===== config.mk =====
export PLATFORM = sky130hd
export DESIGN_NAME = pipeline_ctrl
export DESIGN_NICKNAME = d
export VERILOG_FILES = /design/src/rtl/pipeline_ctrl_pkg.sv /design/src/rtl/pipeline_ctrl_sat_counter.sv /design/src/rtl/pipeline_ctrl.sv
export SDC_FILE = /design/constraint.sdc
export NUM_CORES = 1
export LEC_CHECK = 0
export CORE_ASPECT_RATIO = 0.75
export CORE_UTILIZATION = 34
export DETAILED_ROUTE_END_ITERATION = 8
export PLACE_DENSITY = 0.64
export SLEW_MARGIN = 20
export SYNTH_ARGS = -nofsm -noshare
export SYNTH_HDL_FRONTEND = slang
export SYNTH_SLANG_ARGS = --single-unit

===== constraint.sdc =====
create_clock -name clk -period 2 [get_ports clk]
set_clock_uncertainty 0.1 [all_clocks]
set_input_delay 0.4 -clock clk [delete_from_list [all_inputs] [get_ports clk]]
set_output_delay 0.4 -clock clk [all_outputs]
set_load 0.05 [all_outputs]

===== src/rtl/pipeline_ctrl_pkg.sv =====
// ---------------------------------------------------------------------------
// pipeline_ctrl_pkg
// Shared definitions for the 5-stage pipeline hazard/stall logic:
//   - pipe_state_e  : sequencer states (RUN, MEM_WAIT, DRAIN, HALTED)
//   - stage_ctrl_t  : write-enable / flush bundle for PC and pipeline registers
//   - MEMTOREG_*    : write-back destination selects used by the hazard unit
//   - stage_priority: per-cycle stall/flush decision for an active pipeline
// ---------------------------------------------------------------------------
package pipeline_ctrl_pkg;

    localparam int CNT_W_DEF       = 16;
    localparam int DRAIN_CYC_DEF   = 4;
    localparam int MEM_TIMEOUT_DEF = 255;

    // MemtoReg select value that marks an instruction as a load; the hazard
    // unit compares against it to detect load-use dependencies.
    localparam logic [1:0] MEMTOREG_SEL_ALU = 2'b00;
    localparam logic [1:0] MEMTOREG_SEL_MEM = 2'b01;
    localparam logic [1:0] MEMTOREG_SEL_PC4 = 2'b10;

    typedef enum logic [1:0] {
        RUN      = 2'd0,
        MEM_WAIT = 2'd1,
        DRAIN    = 2'd2,
        HALTED   = 2'd3
    } pipe_state_e;

    typedef struct packed {
        logic pc_we;
        logic ifid_we;
        logic idex_we;
        logic exmem_we;
        logic memwb_we;
        logic ifid_flush;
        logic idex_flush;
        logic exmem_flush;
        logic memwb_flush;
    } stage_ctrl_t;

    // Priority-ordered stall/flush decision. A register that loads a bubble
    // keeps its WE high: it advances, just with an empty slot.
    function automatic stage_ctrl_t stage_priority(
        input logic mem_hold,
        input logic need_stall,
        input logic branch_taken,
        input logic imem_ready
    );
        stage_ctrl_t c;
        c = '0;
        if (mem_hold) begin
            // Everything up to EX/MEM freezes; MEM/WB receives a bubble.
            c.memwb_we    = 1'b1;
            c.memwb_flush = 1'b1;
        end else if (need_stall) begin
            // Hold the dependent instruction, insert one bubble into EX/MEM.
            c.exmem_we    = 1'b1;
            c.memwb_we    = 1'b1;
            c.exmem_flush = 1'b1;
        end else if (branch_taken) begin
            c.pc_we       = 1'b1;
            c.ifid_we     = 1'b1;
            c.idex_we     = 1'b1;
            c.exmem_we    = 1'b1;
            c.memwb_we    = 1'b1;
            c.ifid_flush  = 1'b1;
            c.idex_flush  = 1'b1;
        end else if (!imem_ready) begin
            // Fetch not done: hold PC and IF/ID, let the back end drain.
            c.idex_we     = 1'b1;
            c.exmem_we    = 1'b1;
            c.memwb_we    = 1'b1;
            c.idex_flush  = 1'b1;
        end else begin
            c.pc_we       = 1'b1;
            c.ifid_we     = 1'b1;
            c.idex_we     = 1'b1;
            c.exmem_we    = 1'b1;
            c.memwb_we    = 1'b1;
        end
        return c;
    endfunction

endpackage


===== src/rtl/pipeline_ctrl_sat_counter.sv =====
// ---------------------------------------------------------------------------
// pipeline_ctrl_sat_counter
// Saturating up-counter used for the stall and flush performance counters.
// Ports:
//   clk      : clock
//   rst_n    : asynchronous active-low reset (clears the count)
//   i_clear  : synchronous clear
//   i_inc    : increment request (ignored once the count is all-ones)
//   o_count  : current count
// ---------------------------------------------------------------------------
module pipeline_ctrl_sat_counter #(
    parameter int W = 16
) (
    input  logic         clk,
    input  logic         rst_n,
    input  logic         i_clear,
    input  logic         i_inc,
    output logic [W-1:0] o_count
);

    logic [W-1:0] r_count;

    always_ff @(posedge clk or negedge rst_n) begin
        if (!rst_n) begin
            r_count <= '0;
        end else if (i_clear) begin
            r_count <= '0;
        end else if (i_inc && (r_count != '1)) begin
            r_count <= r_count + W'(1);
        end
    end

    assign o_count = r_count;

endmodule


===== src/rtl/pipeline_ctrl.sv =====
// ---------------------------------------------------------------------------
// pipeline_ctrl
// Central stall/flush sequencer for the 5-stage pipeline. Combines the
// load-use stall, EX branch decision and memory ready handshakes into
// write-enables and bubble-flushes for PC, IF/ID, ID/EX, EX/MEM and MEM/WB.
// Also sequences halt/drain and keeps saturating stall/flush counters.
// Ports:
//   clk, rst_n                 : clock, asynchronous active-low reset
//   Need_Stall                 : load-use hazard from the hazard unit
//   EX_Branch_Taken            : branch/jump resolved taken in EX
//   IMem_Ready                 : instruction fetch completes this cycle
//   EXmem__MemEnable           : EX/MEM holds a memory access
//   DMem_Ready                 : data access completes this cycle
//   Halt_Req / Resume          : halt level request / resume pulse
//   *_WE / *_Flush             : per-register update enable / bubble load
//   Halted                     : pipeline empty and frozen
//   Mem_Timeout                : sticky data-memory timeout flag
//   Stall_Cnt / Flush_Cnt      : saturating performance counters
// ---------------------------------------------------------------------------
module pipeline_ctrl
    import pipeline_ctrl_pkg::*;
#(
    parameter int CNT_W       = CNT_W_DEF,
    parameter int DRAIN_CYC   = DRAIN_CYC_DEF,
    parameter int MEM_TIMEOUT = MEM_TIMEOUT_DEF
) (
    input  logic             clk,
    input  logic             rst_n,
    input  logic             Need_Stall,
    input  logic             EX_Branch_Taken,
    input  logic             IMem_Ready,
    input  logic             EXmem__MemEnable,
    input  logic             DMem_Ready,
    input  logic             Halt_Req,
    input  logic             Resume,
    output logic             PC_WE,
    output logic             IFid_WE,
    output logic             IDex_WE,
    output logic             EXmem_WE,
    output logic             MEMwb_WE,
    output logic             IFid_Flush,
    output logic             IDex_Flush,
    output logic             EXmem_Flush,
    output logic             MEMwb_Flush,
    output logic             Halted,
    output logic             Mem_Timeout,
    output logic [CNT_W-1:0] Stall_Cnt,
    output logic [CNT_W-1:0] Flush_Cnt
);

    localparam int DRAIN_W = (DRAIN_CYC < 2) ? 1 : $clog2(DRAIN_CYC + 1);
    localparam int WAIT_W  = (MEM_TIMEOUT < 2) ? 1 : $clog2(MEM_TIMEOUT + 1);

    pipe_state_e        r_state;
    logic [DRAIN_W-1:0] r_drain_cnt;
    logic [WAIT_W-1:0]  r_wait_cnt;
    logic               r_ret_drain;   // MEM_WAIT was entered from DRAIN
    logic               r_halt_block;  // Halt_Req must drop before it counts again
    logic               r_mem_timeout;

    stage_ctrl_t        w_ctrl;
    logic               w_active;
    logic               w_dmem_wait;
    logic               w_mem_hold;
    logic               w_in_drain;
    logic               w_branch_fire;
    logic               w_stall_inc;
    logic               w_drain_last;
    logic               w_halt_take;
    logic [1:0]         w_cnt_inc;
    logic [CNT_W-1:0]   w_cnt_val [2];

    assign w_dmem_wait  = EXmem__MemEnable && !DMem_Ready;
    assign w_drain_last = (r_drain_cnt <= DRAIN_W'(1));
    assign w_halt_take  = Halt_Req && !r_halt_block;

    // ---------------------------------------------------------------------
    // Enables and flushes: combinational from state, inputs and reset.
    // ---------------------------------------------------------------------
    always_comb begin
        w_active      = (r_state != HALTED);
        // Inside MEM_WAIT the held access is already in EX/MEM, so only the
        // ready handshake decides whether we are still waiting.
        w_mem_hold    = (r_state == MEM_WAIT) ? !DMem_Ready : w_dmem_wait;
        w_in_drain    = (r_state == DRAIN) || ((r_state == MEM_WAIT) && r_ret_drain);
        w_ctrl        = '0;
        w_branch_fire = 1'b0;
        if (w_active) begin
            w_ctrl        = stage_priority(w_mem_hold, Need_Stall, EX_Branch_Taken, IMem_Ready);
            w_branch_fire = !w_mem_hold && !Need_Stall && EX_Branch_Taken;
            if (w_in_drain) begin
                // Fetch is stopped: nothing new enters, IF/ID is emptied.
                w_ctrl.pc_we      = 1'b0;
                w_ctrl.ifid_flush = 1'b1;
            end
        end
        if (!rst_n) begin
            w_ctrl             = '0;
            w_ctrl.ifid_flush  = 1'b1;
            w_ctrl.idex_flush  = 1'b1;
            w_ctrl.exmem_flush = 1'b1;
            w_ctrl.memwb_flush = 1'b1;
            w_branch_fire      = 1'b0;
        end
    end

    assign PC_WE       = w_ctrl.pc_we;
    assign IFid_WE     = w_ctrl.ifid_we;
    assign IDex_WE     = w_ctrl.idex_we;
    assign EXmem_WE    = w_ctrl.exmem_we;
    assign MEMwb_WE    = w_ctrl.memwb_we;
    assign IFid_Flush  = w_ctrl.ifid_flush;
    assign IDex_Flush  = w_ctrl.idex_flush;
    assign EXmem_Flush = w_ctrl.exmem_flush;
    assign MEMwb_Flush = w_ctrl.memwb_flush;

    assign Halted      = (r_state == HALTED);
    assign Mem_Timeout = r_mem_timeout;

    // ---------------------------------------------------------------------
    // Sequencer
    // ---------------------------------------------------------------------
    always_ff @(posedge clk or negedge rst_n) begin
        if (!rst_n) begin
            r_state       <= RUN;
            r_drain_cnt   <= '0;
            r_wait_cnt    <= '0;
            r_ret_drain   <= 1'b0;
            r_halt_block  <= 1'b0;
            r_mem_timeout <= 1'b0;
        end else begin
            if (!Halt_Req) begin
                r_halt_block <= 1'b0;
            end
            unique case (r_state)
                RUN: begin
                    if (w_dmem_wait) begin
                        r_state     <= MEM_WAIT;
                        r_ret_drain <= 1'b0;
                        r_wait_cnt  <= WAIT_W'(1);
                        if (MEM_TIMEOUT <= 1) begin
                            r_mem_timeout <= 1'b1;
                        end
                    end else if (w_halt_take) begin
                        r_state     <= DRAIN;
                        r_drain_cnt <= DRAIN_W'(DRAIN_CYC);
                    end
                end
                DRAIN: begin
                    if (w_dmem_wait) begin
                        // Back end frozen: the drain count does not move.
                        r_state     <= MEM_WAIT;
                        r_ret_drain <= 1'b1;
                        r_wait_cnt  <= WAIT_W'(1);
                        if (MEM_TIMEOUT <= 1) begin
                            r_mem_timeout <= 1'b1;
                        end
                    end else if (w_drain_last) begin
                        r_state     <= HALTED;
                        r_drain_cnt <= '0;
                    end else begin
                        r_drain_cnt <= r_drain_cnt - DRAIN_W'(1);
                    end
                end
                MEM_WAIT: begin
                    if (DMem_Ready) begin
                        r_wait_cnt <= '0;
                        if (!r_ret_drain) begin
                            r_state <= RUN;
                        end else if (w_drain_last) begin
                            // The completing cycle advances the back end, so
                            // it counts as a drain step.
                            r_state     <= HALTED;
                            r_drain_cnt <= '0;
                        end else begin
                            r_state     <= DRAIN;
                            r_drain_cnt <= r_drain_cnt - DRAIN_W'(1);
                        end
                    end else begin
                        if (r_wait_cnt != WAIT_W'(MEM_TIMEOUT)) begin
                            r_wait_cnt <= r_wait_cnt + WAIT_W'(1);
                        end
                        if (r_wait_cnt == WAIT_W'(MEM_TIMEOUT - 1)) begin
                            r_mem_timeout <= 1'b1;
                        end
                    end
                end
                HALTED: begin
                    if (Resume) begin
                        r_state      <= RUN;
                        // A level still high at resume is stale.
                        r_halt_block <= Halt_Req;
                    end
                end
                default: r_state <= RUN;
            endcase
        end
    end

    // ---------------------------------------------------------------------
    // Performance counters: [0] stall cycles, [1] branch flush events.
    // ---------------------------------------------------------------------
    assign w_stall_inc  = w_active && !w_ctrl.pc_we;
    assign w_cnt_inc[0] = w_stall_inc;
    assign w_cnt_inc[1] = w_branch_fire;

    generate
        for (genvar gi = 0; gi < 2; gi++) begin : g_perf_cnt
            pipeline_ctrl_sat_counter #(
                .W (CNT_W)
            ) u_cnt (
                .clk     (clk),
                .rst_n   (rst_n),
                .i_clear (1'b0),
                .i_inc   (w_cnt_inc[gi]),
                .o_count (w_cnt_val[gi])
            );
        end
    endgenerate

    assign Stall_Cnt = w_cnt_val[0];
    assign Flush_Cnt = w_cnt_val[1];

endmodule


# After elaboration in Yosys (flattened, before gate mapping)
# Index checks and enable logic that the tools add are counted.
# word_totals
reg_bits	48
output_inout_bits	43
wordCells	104
# classes
add_sub_neg	4
n_lt_le_gt_ge	1
eq_ne	20
n_mux	46
bitwise	1
reduce_logical	24
# op_table
cell	count
adder 16 x 1 -> 16 bit, second input constant	2
inequality test 16 bit, second input constant	2
2-to-1 mux 3 bit	8
2-to-1 mux 8 bit	3
2-to-1 mux 2 bit	10
2-to-1 mux 9 bit	2
inequality test 2 bit, second input constant	9
2-to-1 mux 1 bit	17
one-hot mux 8 bit (2 select lines)	1
one-hot mux 3 bit (3 select lines)	1
AND reduction 3 bit	3
adder 8 x 1 -> 8 bit, second input constant	1
== test 8 bit, second input constant	1
logical AND 1 bit	8
inequality test 8 bit, second input constant	1
one-hot mux 2 bit (4 select lines)	1
inequality test 3 bit, second input constant	2
AND reduction 6 bit	1
logical NOT 1 bit	5
2-to-1 mux 5 bit	1
== test 2 bit, second input constant	2
2-to-1 mux 4 bit	1
AND reduction 4 bit	1
nonzero test 2 bit	2
11 further kinds	11

# Depth between registers and ports, before layout
# Gate-level depths: netlist of run 1.
# depth
word_depth	10
depth_mapped	8

# By module
# A second synthesis of run 1 with hierarchy kept.
# hier_totals
hier_cells	326
area_unflattened_um2	3032.9
# modules_own_cells
module	n_inst	cells_each	area_per_inst_um2
pipeline_ctrl	1	132	1189.9
pipeline_ctrl_sat_counter (g_perf_cnt[0].u_cnt)	1	98	942.2
pipeline_ctrl_sat_counter (g_perf_cnt[1].u_cnt)	1	96	900.9

# Worst setup path before layout of run 1
# No wires, ideal clock.
# synth_timing
kind	reg2reg
start	register r_state[0]
end	register g_perf_cnt[0].u_cnt.r_count[1]
setup_time_ps	125
t_arrival_ps	3073
t_required_ps	1775
setup_slack_ps	-1298
path_stages_with_launch	7
path_buffers	1
cell_sequence	dfrtp_1 ha_1 buf_6 nand2b_4 nor3_1 a211oi_2 mux2_2
# synth_via
elab_chain_cells	9
# synth_rtl
element	line	source
start, declared	pipeline_ctrl.sv:54	pipe_state_e r_state;
start signal, assigned	pipeline_ctrl.sv:125	r_state <= RUN;
start signal, assigned	pipeline_ctrl.sv:138	r_state <= MEM_WAIT;
start signal, assigned	pipeline_ctrl.sv:145	r_state <= DRAIN;
== test 2 x 1 -> 1 bit	pipeline_ctrl.sv:84, pipeline_ctrl.sv:85	
2-to-1 mux 1 bit / logical AND 1 bit (equally long branches)	pipeline_ctrl.sv:84, pipeline_ctrl.sv:85	
2-to-1 mux 4 bit / logical OR 1 bit (equally long branches)	pipeline_ctrl_pkg.sv:50, pipeline_ctrl.sv:85	
2-to-1 mux 1 bit	pipeline_ctrl.sv:91	if (w_in_drain) begin
2-to-1 mux 9 bit	pipeline_ctrl.sv:88	if (w_active) begin
2-to-1 mux 9 bit	pipeline_ctrl.sv:97	if (!rst_n) begin
logical NOT 1 bit	pipeline_ctrl.sv:203	assign w_stall_inc = w_active && !w_ctrl.pc_we;
logical AND 1 bit *	pipeline_ctrl.sv:203	
logical AND 1 bit *	pipeline_ctrl_sat_counter.sv:28	end else if (i_inc && (r_count != '1)) begin
end signal, assigned	pipeline_ctrl_sat_counter.sv:29	r_count <= r_count + W'(1);
end, declared	pipeline_ctrl_sat_counter.sv:21	logic [W-1:0] r_count;
# Mark *: on every way between the ends. The rest lies on a longest branch, timed or not.
# A chain may end at the register's enable or synchronous reset.

# Worst setup path in the final report of run 1
# layout_timing
start	register r_state[0]
end	output PC_WE
# layout_via
elab_chain_cells	6
# layout_rtl
element	line	source
== test 2 x 1 -> 1 bit	pipeline_ctrl.sv:84, pipeline_ctrl.sv:85	
2-to-1 mux 1 bit / logical AND 1 bit (equally long branches)	pipeline_ctrl.sv:84, pipeline_ctrl.sv:85	
2-to-1 mux 4 bit / logical OR 1 bit (equally long branches)	pipeline_ctrl_pkg.sv:50, pipeline_ctrl.sv:85	
2-to-1 mux 1 bit	pipeline_ctrl.sv:91	
2-to-1 mux 9 bit *	pipeline_ctrl.sv:88	
2-to-1 mux 9 bit *	pipeline_ctrl.sv:97	
end, declared	pipeline_ctrl.sv:36	output logic PC_WE,
# Marked as above.

==> run metrics, run 1 <==
clock-pin slew on the worst setup and hold paths 0.09 ns; Synth warnings 0; sequential share of power 0.287; Min-Delay Path Class in -> async; die area 0.00824 sq mm; TritonCTS buffer count 5; DR vias/cell 4.95; reg2reg path depth 9; total grt overflow 0; setup_tns -6.08 ns; TritonCTS clock tree built; CP Class reg -> out; Finished Layout Cells 474; die width 104 microns; # IOs 52; DRC violations left 0; outcome finished, violations left; Worst Tran Pin Value 0.378 ns; Clk network pwr share 0.144; Max-Cap Viols 0; Post-synth top flop dfrtp_1; Yosys top cell by area dfrtp_1; crit-path max FO 5; Post-synth EDFFs 0; die height 78.9 microns; dpl cell area 0.00372 sq mm; Initial Utilization 0.359; dpl hpwl 4.89 mm; row cnt 27; fillers 653; Final Setup Violations 31; antenna violations before repair 0; worst setup slack after placement -0.386 ns; router iterations before antenna repair 4; Post-synth top cells dfrtp_1 (48), nand2_1 (22), nor2_1 (21); Layout area overhead 54.0%; beginning of the worst register-to-register path r_state[0]; ANT cells 0; final instance area 0.00412 sq mm; syn avg cell area 10.1 sq um; CP endpoint kind output pin; Slew Viols, Final 0; vias in the first global route 2249; Reg-to-Reg End g_perf_cnt[0].u_cnt.o_count[10]; leakage power 1.89 nW; vias 2346; Sw Share 0.428; reg-to-reg setup timing slack -0.31 ns; Placed Cells 456; Routed Antenna Nets 0; RD Place Congestion 0.811; Wirelength per Cell 13.8 microns; first-pass GRT wire length 11.0 mm; critical path required time 1.50 ns; P_int 2.78 mW; ys async rst share 1.00; Syn Std Cell Area 0.00268 sq mm; register area share after synthesis 0.449; Final Worst Setup Slack -0.434 ns; fin crit share 1.22; Synth cell types 52; Area contributors post-synth dfrtp_1 (45%), ha_1 (5.1%), xnor2_1 (4.9%); fmax 411 MHz; maximum VDD drop 0.770 mV; CTS H-tree depth 2; violated checks setup timing; Final min period 2.43 ns; Clock Sinks 48; P_sw 2.08 mW; Worst EP arrival 1.93 ns; relative slew slack 0.746; RSZ-0062 raised after global routing true; Synth top area share 0.449; GRT Total Usage 0.168; Final nets 392; final wirelength 6.55 mm; Comb pwr share 0.569; fraction of layout cells with a size suffix above 1 0.434; CTS root buf clkbuf_8; post-synthesis register bit count 48; maximum clock path buffer count 2; Port Buf Inserts 51; Critical Path Start Type flip-flop; Post-CTS Hold Buffers 0; most common cell in the netlist dfrtp_1; Hold Violations, Final 0; Skew-Pair Late Insertion Delay 0.30 ns; pin count of the biggest net entering global routing 24; Mapped Cells 266; core area 0.00747 sq mm; Syn Nets 286; P per Cell Area 1180 mW/mm^2; 1st-iter DRT viols 64
==> repair_timing <==
item / CTS / global route
pin swaps: 8 / 10
endpoints found under the setup margin: 49 / 51
gates resized for setup: 22 / 31
setup buffers: 4 / 7
==> stage by stage <==
step | hold slack (ns) | util | power, mW
floorplan | 0.00441 | - | 2.96
global placement | 0.369 | 0.498 | 3.90
detailed placement | 0.363 | 0.498 | 3.95
CTS | 0.0792 | 0.527 | 4.74
global route | 0.0846 | 0.552 | 5.18
finish | 0.0747 | 0.552 | 4.86
==> worst max-delay path, cell delays in order (launching register included) <==
cell	delay [ns]
dfrtp_2	0.48
ha_4	0.19
o21ba_4	0.18
or4_4	0.52
nor2_4	0.12
buf_12	0.14
==> cell type report <==
cell class,instances,area (sq um),share of cell area
well taps,101,126,0.0307
flip-flops and latches,48,1210,0.293
clock buffers,6,72.6,0.0176
repair buffers,103,941,0.228
multi-input cells,201,1690,0.410
inverters,13,52.6,0.0127
clock inverters,2,35.0,0.00850
==> kinds of logic after synthesis <==
logic type | synth area share
buffers and inverters | 0.0266
AOI/OAI and AO/OA | 0.128
DFF | 0.449
xor gates and xnor gates | 0.0949
and+or+nand+nor | 0.235
adders and majority gates | 0.0514
muxes | 0.0164
==> per-layer routing <==
metal  part of all wire  track usage  vias up  wire [microns]
met5                  0            0        -               0
met3              0.032       0.0304        8             210
li1                   -            -     1162               -
met4             0.0092       0.0429        0              60
met1               0.49        0.237     1133            3200
met2               0.47        0.265       43            3080
==> flip-flops by register name, summed over array words and instances, names as in the netlist <==
signal                    flops
g_perf_cnt.u_cnt.o_count     32
r_state                       2
r_wait_cnt                    8
r_ret_drain                   1
r_halt_block                  1
r_drain_cnt                   3
Mem_Timeout                   1
==> power groups by stage <==
stage / combinational, mW / sequential (mW) / clock (mW)
after floorplan: 1.16 / 1.81 / 0
after global placement: 2.51 / 1.39 / 0
after detailed placement: 2.55 / 1.40 / 0
after CTS: 2.63 / 1.39 / 0.717
after global routing: 2.97 / 1.43 / 0.766
final: 2.76 / 1.39 / 0.698
==> worst max path at each step <==
stage	depth (start not counted)	end	from
4_1_cts	5	PC_WE	r_state[0]
6_report	5	PC_WE	r_state[0]
3_5_place_dp	7	g_perf_cnt[1].u_cnt.o_count[6]	EXmem__MemEnable
5_1_grt	5	PC_WE	r_state[0]
2_1_floorplan	5	PC_WE	r_state[0]
3_3_place_gp	5	PC_WE	EXmem__MemEnable
==> cells in the final DEF (no fill, tap or decap), types with 5 or more instances in the layout <==
cell type / synthesis / layout
inv_1: 13 / 11
o21ai_1: 0 / 6
xnor2_1: 15 / 14
buf_12: 0 / 11
nand2b_1: 6 / 6
xor2_1: 14 / 14
ha_1: 11 / 8
nor2_1: 21 / 15
o21ai_0: 13 / 5
nand3_1: 16 / 14
nand2_1: 22 / 19
buf_4: 0 / 80
clkdlybuf4s50_1: 0 / 7
and3_1: 6 / 5
dfrtp_1: 48 / 44
clkbuf_8: 0 / 5
nand4_1: 12 / 12
No activity file was read; power rests on OpenSTA's default activity.
==> run 2: changes to the inputs <==
--- a/config.mk
+++ b/config.mk
@@ -6,6 +6,7 @@
 export NUM_CORES = 1
 export LEC_CHECK = 0
 export CORE_ASPECT_RATIO = 0.75
+export CORE_MARGIN = 2
 export CORE_UTILIZATION = 34
 export DETAILED_ROUTE_END_ITERATION = 8
 export PLACE_DENSITY = 0.64
==> run 2 against run 1 <==
Against the previous run:
- count of clock-buffer cells in the layout stayed put
- largest power group unchanged
- highest routed layer unchanged
- sequential power about the same
- cell count is 1.7% higher
- flip-flop and latch count unchanged
- the run still ends with setup timing left
- total power is 6.1% higher
- via count is 1.9% higher
- worst setup slack got worse by 0.026 ns
- worst hold slack improved by 0.041 ns
==> run metrics, run 2 (same netlist as run 1, synthesis figures left out) <==
top sig layer met4; CP Class reg -> out; pin count of the biggest net entering global routing 26; CP Cell Sequence buf_6 -> ha_4 -> nand2b_4 -> or4_4 -> nor2_4 -> buf_12; router iterations before antenna repair 4; RSZ-0062 raised after global routing true; Max-Cap Viols 0; Final Setup Violations 50; core area 0.00750 sq mm; leading cell types in the layout, fill and taps excluded buf_4 (81), dfrtp_1 (44), nand2_1 (19), xnor2_1 (15), xor2_1 (14); TritonCTS buffer count 5; total power draw 5.15 mW; CP Launch Point r_state[0]; max reg flops 32; die height 80.9 microns; violated checks setup timing; 1st-iter DRT viols 55; CTS root buf clkbuf_8; Final nets 400; worst setup slack after placement -0.393 ns; CP max stage delay 0.53 ns; Post-CTS Hold Buffers 0; reg-to-reg setup timing slack -0.34 ns; final wirelength 6.93 mm; reg2reg path depth 10; Initial Utilization 0.357; Final min period 2.46 ns; Comb pwr share 0.613; Worst EP arrival 1.96 ns; P per Cell Area 1210 mW/mm^2; met3 wire length 221 microns; first-pass GRT wire length 11.0 mm; Sw Share 0.428; Layout area overhead 58.7%; P_int 2.95 mW; M1 wire length 3.42 mm; Final Worst Setup Slack -0.460 ns; beginning of the worst register-to-register path r_state[0]; Critical Path Start Type flip-flop; fraction of layout cells with a size suffix above 1 0.472; Worst Setup EP PC_WE; Reg-to-Reg End g_perf_cnt[0].u_cnt.o_count[10]; Clock Sinks 48; die width 106 microns; P_sw 2.21 mW; maximum clock path buffer count 2; # IOs 52; CP max-delay cell or4_4; dpl hpwl 4.81 mm; outcome finished, violations left; setup_tns -9.21 ns; critical path required time 1.50 ns; DR vias/cell 4.96; Routed Antenna Nets 0; fmax 407 MHz; ANT cells 0; Clk network pwr share 0.116; RD Place Congestion 0.844; Slew Viols, Final 0; sequential share of power 0.270; Met2 Wirelength 3.22 mm; CP endpoint kind output pin; GRT Total Usage 0.161; Hold Violations, Final 0; Wirelength per Cell 14.4 microns; Min-Delay Path Class in -> async; total grt overflow 0; vias in the first global route 2272; clock-pin slew on the worst setup and hold paths 0.09 ns; CTS H-tree depth 2; TritonCTS clock tree built; row cnt 27; die area 0.00861 sq mm; Skew-Pair Late Insertion Delay 0.30 ns; Port Buf Inserts 51; fillers 655; maximum VDD drop 0.688 mV; DRC violations left 0; commonest non-fill, non-tap cell in the layout buf_4; Worst Tran Pin Value 0.377 ns; hold_ws 0.116 ns; antenna violations before repair 0; relative slew slack 0.746; fin crit share 1.23; leakage power 1.92 nW; crit-path max FO 3; vias 2391
## run 2: cell count changes in the layout (fill, tap and decap cells not counted), sizes merged
cell	before	now
clkinv	1	2
bufinv	1	0
buf	96	104
## run 2: worst min path at each step
stage,end,startpoint,cells past startpoint
2_1_floorplan,Mem_Timeout,rst_n,0
3_3_place_gp,g_perf_cnt[1].u_cnt.o_count[10],g_perf_cnt[1].u_cnt.o_count[10],1
3_5_place_dp,r_wait_cnt[6],r_wait_cnt[6],1
4_1_cts,g_perf_cnt[1].u_cnt.o_count[6],rst_n,2
5_1_grt,g_perf_cnt[1].u_cnt.o_count[1],rst_n,2
6_report,g_perf_cnt[1].u_cnt.o_count[1],rst_n,2
## run 2: routing by layer
layer	vias up	GRT usage
met5	-	0
met4	0	0.0468
met3	7	0.0289
met2	37	0.251
met1	1160	0.231
li1	1187	-
## run 2: area by class of cell
cell class,instances,area [sq um],area share
Inverter,13,57.6,0.0135
Multi-Input combinational cell,201,1730,0.407
Clock buffer,6,82.6,0.0194
Timing Repair Buffer,111,1040,0.244
Tap cell,101,126,0.0297
Clock inverter,2,10.0,0.00236
Sequential cell,48,1210,0.284
## run 2: repair_timing
item	CTS	global route
pin swaps	22	15
buffers inserted	10	10
setup endpoints to repair	49	52
cloned	1	0
resized for setup	44	33
## run 2: through the flow
stage / cell area (sq um) / util / std cells
5_1_grt: 4250 / 0.567 / 482
4_1_cts: 4050 / 0.540 / 474
3_5_place_dp: 3710 / 0.495 / 455
2_1_floorplan: 2780 / - / 266
3_3_place_gp: 3710 / 0.495 / 455
6_report: 4250 / 0.567 / 482
## run 2: worst max-delay path, delay by kind of cell, from the launching register on
| family | cells | cell delay, ns |
|---|---|---|
| simple gates | 3 | 0.80 |
| buf+inv | 2 | 0.27 |
| flops | 1 | 0.45 |
| fa+ha+maj | 1 | 0.15 |
## run 2: power by group through the flow
stage / Clock [mW] / Sequential, mW / Combinational, mW
floorplan: 0 / 1.81 / 1.16
detailed placement: 0 / 1.40 / 2.57
finish: 0.599 / 1.39 / 3.16
global route: 0.655 / 1.43 / 3.39
CTS: 0.623 / 1.38 / 2.91
global placement: 0 / 1.40 / 2.53
==> run 3: changes to the inputs <==
--- a/config.mk
+++ b/config.mk
@@ -9,6 +9,7 @@
 export CORE_MARGIN = 2
 export CORE_UTILIZATION = 34
 export DETAILED_ROUTE_END_ITERATION = 8
+export GPL_TIMING_DRIVEN = 1
 export PLACE_DENSITY = 0.64
 export SLEW_MARGIN = 20
 export SYNTH_ARGS = -nofsm -noshare
==> results of run 3 <==
No change in the layout: final DEF, timing and power equal those of run 2.
